==> src/rtl/ip_sound_mixer_pkg.sv <==
// rtl/ip_sound_mixer_pkg.sv - shared widths, FSM state type and constants for the sound mixer
//
// Contents:
//   SAMPLE_W      signed channel sample width
//   VOL_W         unsigned channel volume width
//   PROD_W        signed sample x volume product width
//   ACC_W         signed accumulator width (holds 4 x 32768 x 15 without overflow)
//   SILENCE       offset-binary midscale output
//   mixer_state_t IDLE / ACC / SAT
package ip_sound_mixer_pkg;

  localparam int SAMPLE_W = 16;
  localparam int VOL_W    = 4;
  localparam int PROD_W   = SAMPLE_W + VOL_W + 1;
  localparam int ACC_W    = 23;

  localparam logic [SAMPLE_W-1:0] SILENCE = 16'h8000;

  typedef enum logic [1:0] {
    IDLE = 2'd0,
    ACC  = 2'd1,
    SAT  = 2'd2
  } mixer_state_t;

endpackage

==> src/rtl/ip_mixer_saturate.sv <==
// rtl/ip_mixer_saturate.sv - shift, clamp and offset-binary conversion of the mix accumulator
//
// Ports:
//   acc_i    signed accumulator (ACC_W bits), full sum of scaled channels
//   level_o  unsigned offset-binary level (SAMPLE_W bits), 0x8000 = silence
//
// Purely combinational. The shift truncates toward minus infinity; clamping
// is the only nonlinearity.
module ip_mixer_saturate
  import ip_sound_mixer_pkg::*;
#(
  parameter int SHIFT = 3
) (
  input  logic signed [ACC_W-1:0]    acc_i,
  output logic        [SAMPLE_W-1:0] level_o
);

  localparam logic signed [ACC_W-1:0] LIM_HI = ACC_W'(32767);
  localparam logic signed [ACC_W-1:0] LIM_LO = ACC_W'(-32768);

  logic signed [ACC_W-1:0]    shifted;
  logic        [SAMPLE_W-1:0] clamped;

  always_comb begin
    shifted = acc_i >>> SHIFT;
    if (shifted > LIM_HI) begin
      clamped = 16'h7FFF;
    end else if (shifted < LIM_LO) begin
      clamped = 16'h8000;
    end else begin
      clamped = shifted[SAMPLE_W-1:0];
    end
    // Two's complement to offset binary: flip the sign bit.
    level_o = {~clamped[SAMPLE_W-1], clamped[SAMPLE_W-2:0]};
  end

endmodule

==> src/rtl/ip_sound_mixer.sv <==
// rtl/ip_sound_mixer.sv - time-multiplexed 4-channel volume-scaled audio mixer feeding the PWM DAC
//
// Ports:
//   clk             system clock
//   n_reset         asynchronous active-low reset
//   enable          single-cycle sample strobe (ignored while busy)
//   channel_sample  four signed 16-bit samples, channel n at [16n+15:16n]
//   channel_volume  four unsigned 4-bit volumes, channel n at [4n+3:4n]
//   signal_level    registered offset-binary mix, held between updates
//   level_valid     one-cycle pulse when signal_level updates
//   busy            high while a mix is in progress (ACC and SAT)
module ip_sound_mixer
  import ip_sound_mixer_pkg::*;
#(
  parameter int CHANNELS = 4,
  parameter int SHIFT    = 3
) (
  input  logic                         clk,
  input  logic                         n_reset,
  input  logic                         enable,
  input  logic [CHANNELS*SAMPLE_W-1:0] channel_sample,
  input  logic [CHANNELS*VOL_W-1:0]    channel_volume,
  output logic [SAMPLE_W-1:0]          signal_level,
  output logic                         level_valid,
  output logic                         busy
);

  localparam int CH_W = $clog2(CHANNELS);
  localparam logic [CH_W-1:0] LAST_CH = CH_W'(CHANNELS - 1);

  mixer_state_t                 state_q;
  logic [CH_W-1:0]              ch_q;
  logic signed [ACC_W-1:0]      acc_q;
  logic [CHANNELS*SAMPLE_W-1:0] sample_q;
  logic [CHANNELS*VOL_W-1:0]    volume_q;
  logic [SAMPLE_W-1:0]          level_q;
  logic                         level_valid_q;

  logic signed [SAMPLE_W-1:0] sample_sel;
  logic [VOL_W-1:0]           volume_sel;
  logic signed [PROD_W-1:0]   prod;
  logic signed [ACC_W-1:0]    acc_d;
  logic [SAMPLE_W-1:0]        sat_level;

  // One multiply-accumulate per clock on the channel selected by ch_q.
  always_comb begin
    sample_sel = sample_q[SAMPLE_W*ch_q +: SAMPLE_W];
    volume_sel = volume_q[VOL_W*ch_q +: VOL_W];
    // Zero-extended volume keeps the multiply signed without treating 8..15 as negative.
    prod       = sample_sel * $signed({1'b0, volume_sel});
    acc_d      = acc_q + {{(ACC_W-PROD_W){prod[PROD_W-1]}}, prod};
  end

  ip_mixer_saturate #(
    .SHIFT (SHIFT)
  ) u_saturate (
    .acc_i   (acc_q),
    .level_o (sat_level)
  );

  always_ff @(posedge clk or negedge n_reset) begin
    if (!n_reset) begin
      state_q       <= IDLE;
      ch_q          <= '0;
      acc_q         <= '0;
      sample_q      <= '0;
      volume_q      <= '0;
      level_q       <= SILENCE;
      level_valid_q <= 1'b0;
    end else begin
      level_valid_q <= 1'b0;
      case (state_q)
        IDLE: begin
          if (enable) begin
            sample_q <= channel_sample;
            volume_q <= channel_volume;
            acc_q    <= '0;
            ch_q     <= '0;
            state_q  <= ACC;
          end
        end
        ACC: begin
          acc_q <= acc_d;
          ch_q  <= ch_q + CH_W'(1);
          if (ch_q == LAST_CH) begin
            state_q <= SAT;
          end
        end
        SAT: begin
          level_q       <= sat_level;
          level_valid_q <= 1'b1;
          state_q       <= IDLE;
        end
        default: begin
          state_q <= IDLE;
        end
      endcase
    end
  end

  assign signal_level = level_q;
  assign level_valid  = level_valid_q;
  assign busy         = (state_q != IDLE);

endmodule

==> config.mk <==
export PLATFORM = sky130hd
export DESIGN_NAME = ip_sound_mixer
export DESIGN_NICKNAME = d
export VERILOG_FILES = /design/src/rtl/ip_sound_mixer_pkg.sv /design/src/rtl/ip_mixer_saturate.sv /design/src/rtl/ip_sound_mixer.sv
export SDC_FILE = /design/constraint.sdc
export NUM_CORES = 1
export LEC_CHECK = 0
export CORE_ASPECT_RATIO = 1.25
export CORE_MARGIN = 2
export CORE_UTILIZATION = 45
export DETAILED_ROUTE_END_ITERATION = 7
export PLACE_DENSITY_LB_ADDON = 0.1
export SYNTH_ARGS = -nofsm -noshare
export SYNTH_HDL_FRONTEND = slang
export SYNTH_SLANG_ARGS = --single-unit
==> constraint.sdc <==
create_clock -name clk -period 7.9 [get_ports clk]
set_clock_uncertainty 0.05 [all_clocks]
set_input_delay 0.79 -clock clk [delete_from_list [all_inputs] [get_ports clk]]
set_output_delay 0.79 -clock clk [all_outputs]
set_load 0.03 [all_outputs]
Word level (Yosys, flattened, before mapping). Index checks and enable logic that the tools add are counted.

Register bits after elaboration: 124. Output and inout bits: 18. Word-level logic and storage cells: 36.

Add/sub/neg operators: 2. Multiply operators: 1. $lt $le $gt $ge: 2. Equality and inequality tests: 5. Shift operators: 2. Multiplexer cells: 10. Bitwise gates (word level): 1. Reductions and logical operators: 6.

Operators with widths (count): $shiftx A64 B7 Y16 (1); $pmux W23 S2 (1); $mux W16 (2); $add A23 B23 Y23 (1); $mux W23 (1); $mul A16 B5 Y21 (1); $gt A20 B16 Y1 const B (1); $lt A20 B16 Y1 const B (1); $shiftx A16 B5 Y4 (1); $pmux W2 S2 (2); $mux W2 (3); $reduce_and A2 Y1 (3); $eq A2 B2 Y1 const B (2); $ne A2 B2 Y1 const B (2); $reduce_bool A2 Y1 (2); $add A2 B1 Y2 const B (1); $eq A2 B1 Y1 const B (1); $logic_not A2 Y1 (1); $mux W1 (1); $not A1 Y1 (1).

Depth between registers and ports, before layout.
Word-level depth: 4. Depth in mapped cells: 27.

Hierarchy. A second synthesis with hierarchy kept.

Cell total of the unflattened synthesis: 1002. Area, all modules: 8969.9 um2.

By module, submodules not included: ip_sound_mixer (times used 1, cells each 942, area each 8499.4 um2); ip_mixer_saturate (times used 1, cells each 60, area each 470.5 um2).

Least setup slack after synthesis. No wires, ideal clock.

Path type: reg-to-reg. Start point: reg ch_q[0]. End point: reg acc_q[22]. Setup time: 0.122 ns. Arrival time: 6.451 ns. Data required time: 7.728 ns. Slack: 1.276 ns. Stages on the path, launching flop included: 28. Period minus slack after synthesis: 6.624 ns. Cells stage by stage: dfrtp_1 -> buf_2 -> buf_2 -> mux4_2 -> and2_1 -> ha_1 -> fa_1 -> inv_1 -> fa_1 -> inv_1 -> ha_1 -> and3_1 -> a31oi_1 -> o21ai_0 -> a41oi_1 -> o21ai_1 -> a21o_1 -> a21oi_1 -> xnor2_1 -> ha_1 -> and3_2 -> nand2_1 -> a2111oi_4 -> nor3_2 -> o31ai_2 -> nand3_1 -> a32oi_1 -> nand2b_1.

Longest elaborated chain between the ends: 4. Elaborated cells on any way between the ends: 5.

Ends and longest elaborated chain: start: declaration (RTL line ip_sound_mixer.sv:32) `logic [CH_W-1:0] ch_q;`; start signal: assignment (RTL line ip_sound_mixer.sv:84) `ch_q <= ch_q + CH_W'(1);`; $shiftx A64 B7 Y16 / $shiftx A16 B5 Y4 (equally long branches) (RTL line ip_sound_mixer.sv:47, ip_sound_mixer.sv:48); $mul A16 B5 Y21 (*) (RTL line ip_sound_mixer.sv:50) `prod = sample_sel * $signed({1'b0, volume_sel});`; $add A23 B23 Y23 (*) (RTL line ip_sound_mixer.sv:51) `acc_d = acc_q + {{(ACC_W-PROD_W){prod[PROD_W-1]}}, prod};`; $pmux W23 S2 (*) (RTL line ip_sound_mixer.sv:72) `case (state_q)`; end signal: assignment (RTL line ip_sound_mixer.sv:65) `acc_q <= '0;`; end signal: assignment (RTL line ip_sound_mixer.sv:77) `acc_q <= '0;`; end signal: assignment (RTL line ip_sound_mixer.sv:83) `acc_q <= acc_d;`; end: declaration (RTL line ip_sound_mixer.sv:33) `logic signed [ACC_W-1:0] acc_q;`.

Mark *: on every way between the ends. The rest lies on a longest branch, timed or not. A chain may end at the register's enable or synchronous reset.

Worst setup path after layout. Same ends and word-level chain as after synthesis.

==> results_tabular.tex <==
\begin{tabular}{lr}
\hline
Metric & Value \\
\hline
\multicolumn{2}{l}{\textbf{Die}} \\
Chip width & 126.9 um \\
Height of the chip & 157.6 um \\
Num ports & 101 \\
Number of rows in the core area & 56 \\
Area of the die & 19990 um2 \\
Core Region & 18640 um2 \\
Starting utilization of the core area & 45.57\% \\
\multicolumn{2}{l}{\textbf{Setup path}} \\
CP arrival & 7.21 ns \\
Crit-path max FO & 16 \\
Worst endpoint required time & 8.15 ns \\
Setup CP Type & reg -> reg \\
Capture instance of the worst register-to-register path & acc\_q[22] \\
Slack of the worst reg-to-reg path & 0.94 ns \\
Startpoint of the lowest-slack register-to-register path & ch\_q[0] \\
Type of origin of the critical path & register \\
Crit path capture type & register \\
Worst reg2reg path depth & 25 \\
\multicolumn{2}{l}{\textbf{Layout}} \\
Final Core Density & 55.24\% \\
Post-layout instance count excluding filler cells & 1135 \\
Share of layout cells above drive strength 1 & 16.83\% \\
Fin nets & 1070 \\
Number of filler instances in the final layout & 1664 \\
Antenna diodes & 0 \\
P\&R area growth vs syn & 21.23\% \\
\multicolumn{2}{l}{\textbf{Logic synthesis}} \\
Warnings from Yosys & 0 \\
Share of the synthesized area in the top cell type & 36.24\% \\
Largest area contributor in the netlist & dfrtp\_1 \\
Largest cells by area after synthesis & dfrtp\_1 (36\%), mux2\_2 (11\%), ha\_1 (9.3\%) \\
Share of the yosys chip area belonging to registers & 36.55\% \\
EDFF count, synth & 0 \\
Most frequent cell after synthesis & dfrtp\_1 \\
Commonest cells in the netlist & dfrtp\_1 (123), nand2\_1 (87), mux2\_2 (80) \\
Net count after synthesis & 971 \\
Number of cells produced by synthesis & 791 \\
Synthesized area per cell & 10.74 um2 \\
Post-synthesis sequential element count & 124 \\
Count of cell types in the netlist & 55 \\
Total standard cell area after synthesis & 8493 um2 \\
Proportion of synthesized flip-flops having asynchronous set or reset & 100.0\% \\
Most instantiated flip-flop cell in the synthesis netlist & dfrtp\_1 \\
\multicolumn{2}{l}{\textbf{Timing}} \\
Worst hold margin & 0.3356 ns \\
Hold violation total from the final report & 0 \\
Count of endpoints failing setup in the final report & 0 \\
Max\_slew headroom & 25.97\% \\
Unrepaired setup endpoints after global routing & no \\
Least-Margin Pin Slew & 1.108 ns \\
Final number of max-transition violations & 0 \\
Post-layout minimum cycle time & 6.957 ns \\
Final TNS setup & 0 ns \\
Share of the cycle needed by the critical path after routing & 88.07\% \\
Achievable Freq & 143.7 MHz \\
\multicolumn{2}{l}{\textbf{Clock tree}} \\
CTS tree & done \\
Post-cts hold buffer count & 0 \\
Clock Tree Root & clkbuf\_16 \\
Clock insertion delay at the later pin of the skew report & 0.42 ns \\
Number of buffers inserted during clock tree synthesis & 17 \\
Max H-tree Level & 4 \\
Clock-pin slew of the registers on the worst-case setup and hold paths & 0.06 ns \\
TritonCTS sink count & 124 \\
Post-CTS setup buffer count & 0 \\
Post-CTS Resized & 0 \\
Clock tree buffer depth & 2 \\
\multicolumn{2}{l}{\textbf{Global routing}} \\
Pin count of the biggest net entering global routing & 78 \\
Gr ovfl total & 0 \\
Total Routing Usage GR & 19.31\% \\
Busiest layer in global routing & met2 \\
Met1 Resource Use GR & 23.15\% \\
Number of antenna violations at the first check in global routing & 0 \\
Vias in the first global route & 6437 \\
Met2 demand-to-capacity share in global routing & 35.28\% \\
First-pass GRT wire length & 30640 um \\
GR met3 Demand/Resource & 3.380\% \\
\multicolumn{2}{l}{\textbf{Detailed routing}} \\
Routed wire length & 17890 um \\
DR DRC count & 0 \\
Average wire per cell in the routed design & 15.77 um \\
Via count & 5945 \\
First-pass detailed-route iteration total & 4 \\
Violation count after the first detailed-routing iteration & 216 \\
Post-route ant nets & 0 \\
Routed via count divided by cell count & 5.238 \\
\multicolumn{2}{l}{\textbf{Run status}} \\
Result of the run & finished clean \\
\multicolumn{2}{l}{\textbf{Placement}} \\
Post-DP HPWL & 13900 um \\
Number of buffers added on ports & 100 \\
Final GP Congestion & 0.8768 \\
Inst Count DP & 1103 \\
\multicolumn{2}{l}{\textbf{Flow run}} \\
\# Max-Cap Violations & 0 \\
\multicolumn{2}{l}{\textbf{Worst hold path}} \\
Min-delay worst type & in -> async \\
\hline
\end{tabular}
[flip-flops by register name, indices dropped and copies added, names as in the netlist]
name and flops:
sample_q 64, acc_q 23, signal_level 16, volume_q 16, ch_q 2, state_q 2, level_valid 1
[cells in the final DEF, fill, tap and decap left out, types with 3 or more instances in the layout]
cell type | netlist | layout
nor4_1 | 3 | 3
ha_1 | 63 | 63
buf_4 | 0 | 8
nor2_1 | 12 | 11
xor2_1 | 15 | 15
xnor2_1 | 21 | 21
nand3_1 | 7 | 7
a31oi_1 | 3 | 3
mux4_2 | 20 | 20
clkinv_4 | 0 | 3
nand2b_1 | 6 | 6
fa_1 | 34 | 34
nor3b_1 | 3 | 3
o21bai_1 | 5 | 5
a21o_1 | 26 | 26
inv_6 | 0 | 8
dfrtp_1 | 123 | 123
nand2_1 | 87 | 87
or2_2 | 3 | 3
nand4_1 | 4 | 4
clkbuf_16 | 0 | 17
clkdlybuf4s50_1 | 0 | 99
inv_1 | 78 | 78
and2_1 | 53 | 53
mux2_2 | 80 | 80
o21ai_0 | 32 | 32
a21oi_1 | 34 | 34
o22ai_1 | 17 | 17
[per-stage QoR]
stage	area [um2]	setup slack, ns
2_1_floorplan	8493	1.277
3_3_place_gp	9734	1.007
3_5_place_dp	9734	0.8960
4_1_cts	10300	0.8825
5_1_grt	10300	0.4561
6_report	10300	0.9428
[area by class of cell]
cell class	count	area (um2)	share of cell area, %
sequential	124	3104	30.15
tap	232	290.3	2.819
inverter	78	292.8	2.844
clock inverter	14	122.6	1.191
timing repair buffer	107	1051	10.21
clock buffer	18	439.2	4.265
multi-input combinational	562	4996	48.52
[worst max path at each step]
stage                     slack, ns  cells after the start     from   endpoint
after floorplan                1.28                     27  ch_q[0]  acc_q[22]
after global placement         1.01                     26  ch_q[0]  acc_q[20]
after global routing           0.46                     26  ch_q[0]  acc_q[22]
final                          0.94                     25  ch_q[0]  acc_q[22]
after CTS                      0.88                     25  ch_q[0]  acc_q[20]
after detailed placement       0.90                     26  ch_q[0]  acc_q[20]
[routing by layer]
layer | up-vias | routed length [um]
met2 | 122 | 9220
met1 | 2880 | 7651
met4 | 0 | 282
met5 | - | 0
met3 | 18 | 739
li1 | 2925 | -
[critical path, stage by stage (launching register included)]
cell and delay [ns]:
dfrtp_1 0.81, mux4_2 0.74, and2_1 0.20, ha_1 0.32
fa_1 0.55, inv_1 0.06, fa_1 0.52, inv_1 0.04
ha_1 0.35, and3_1 0.24, a31oi_1 0.16, o21ai_0 0.10
a41oi_1 0.26, o21ai_1 0.16, a21o_1 0.20, a21oi_1 0.17
xnor2_1 0.14, ha_1 0.30, and3_2 0.24, nor2b_1 0.14
a32o_1 0.24, nor3_2 0.30, o31ai_2 0.13, a21o_1 0.18
a32oi_1 0.20, nand2b_1 0.07
[cell families (layout without fill, tap and decap cells)]
logic type / count (synthesis) / in the layout / synth area share, %
buf+inv: 105 / 217 / 4.714
xor+xnor: 36 / 36 / 3.713
fa+ha+maj: 97 / 97 / 17.30
mux: 101 / 101 / 16.03
flops: 124 / 124 / 36.55
compound gates: 138 / 138 / 10.59
simple gates: 190 / 190 / 11.11
Power is left out: the tool's default activity adds up to more than one toggle a clock period on the data nets, which glitch-free logic cannot reach.
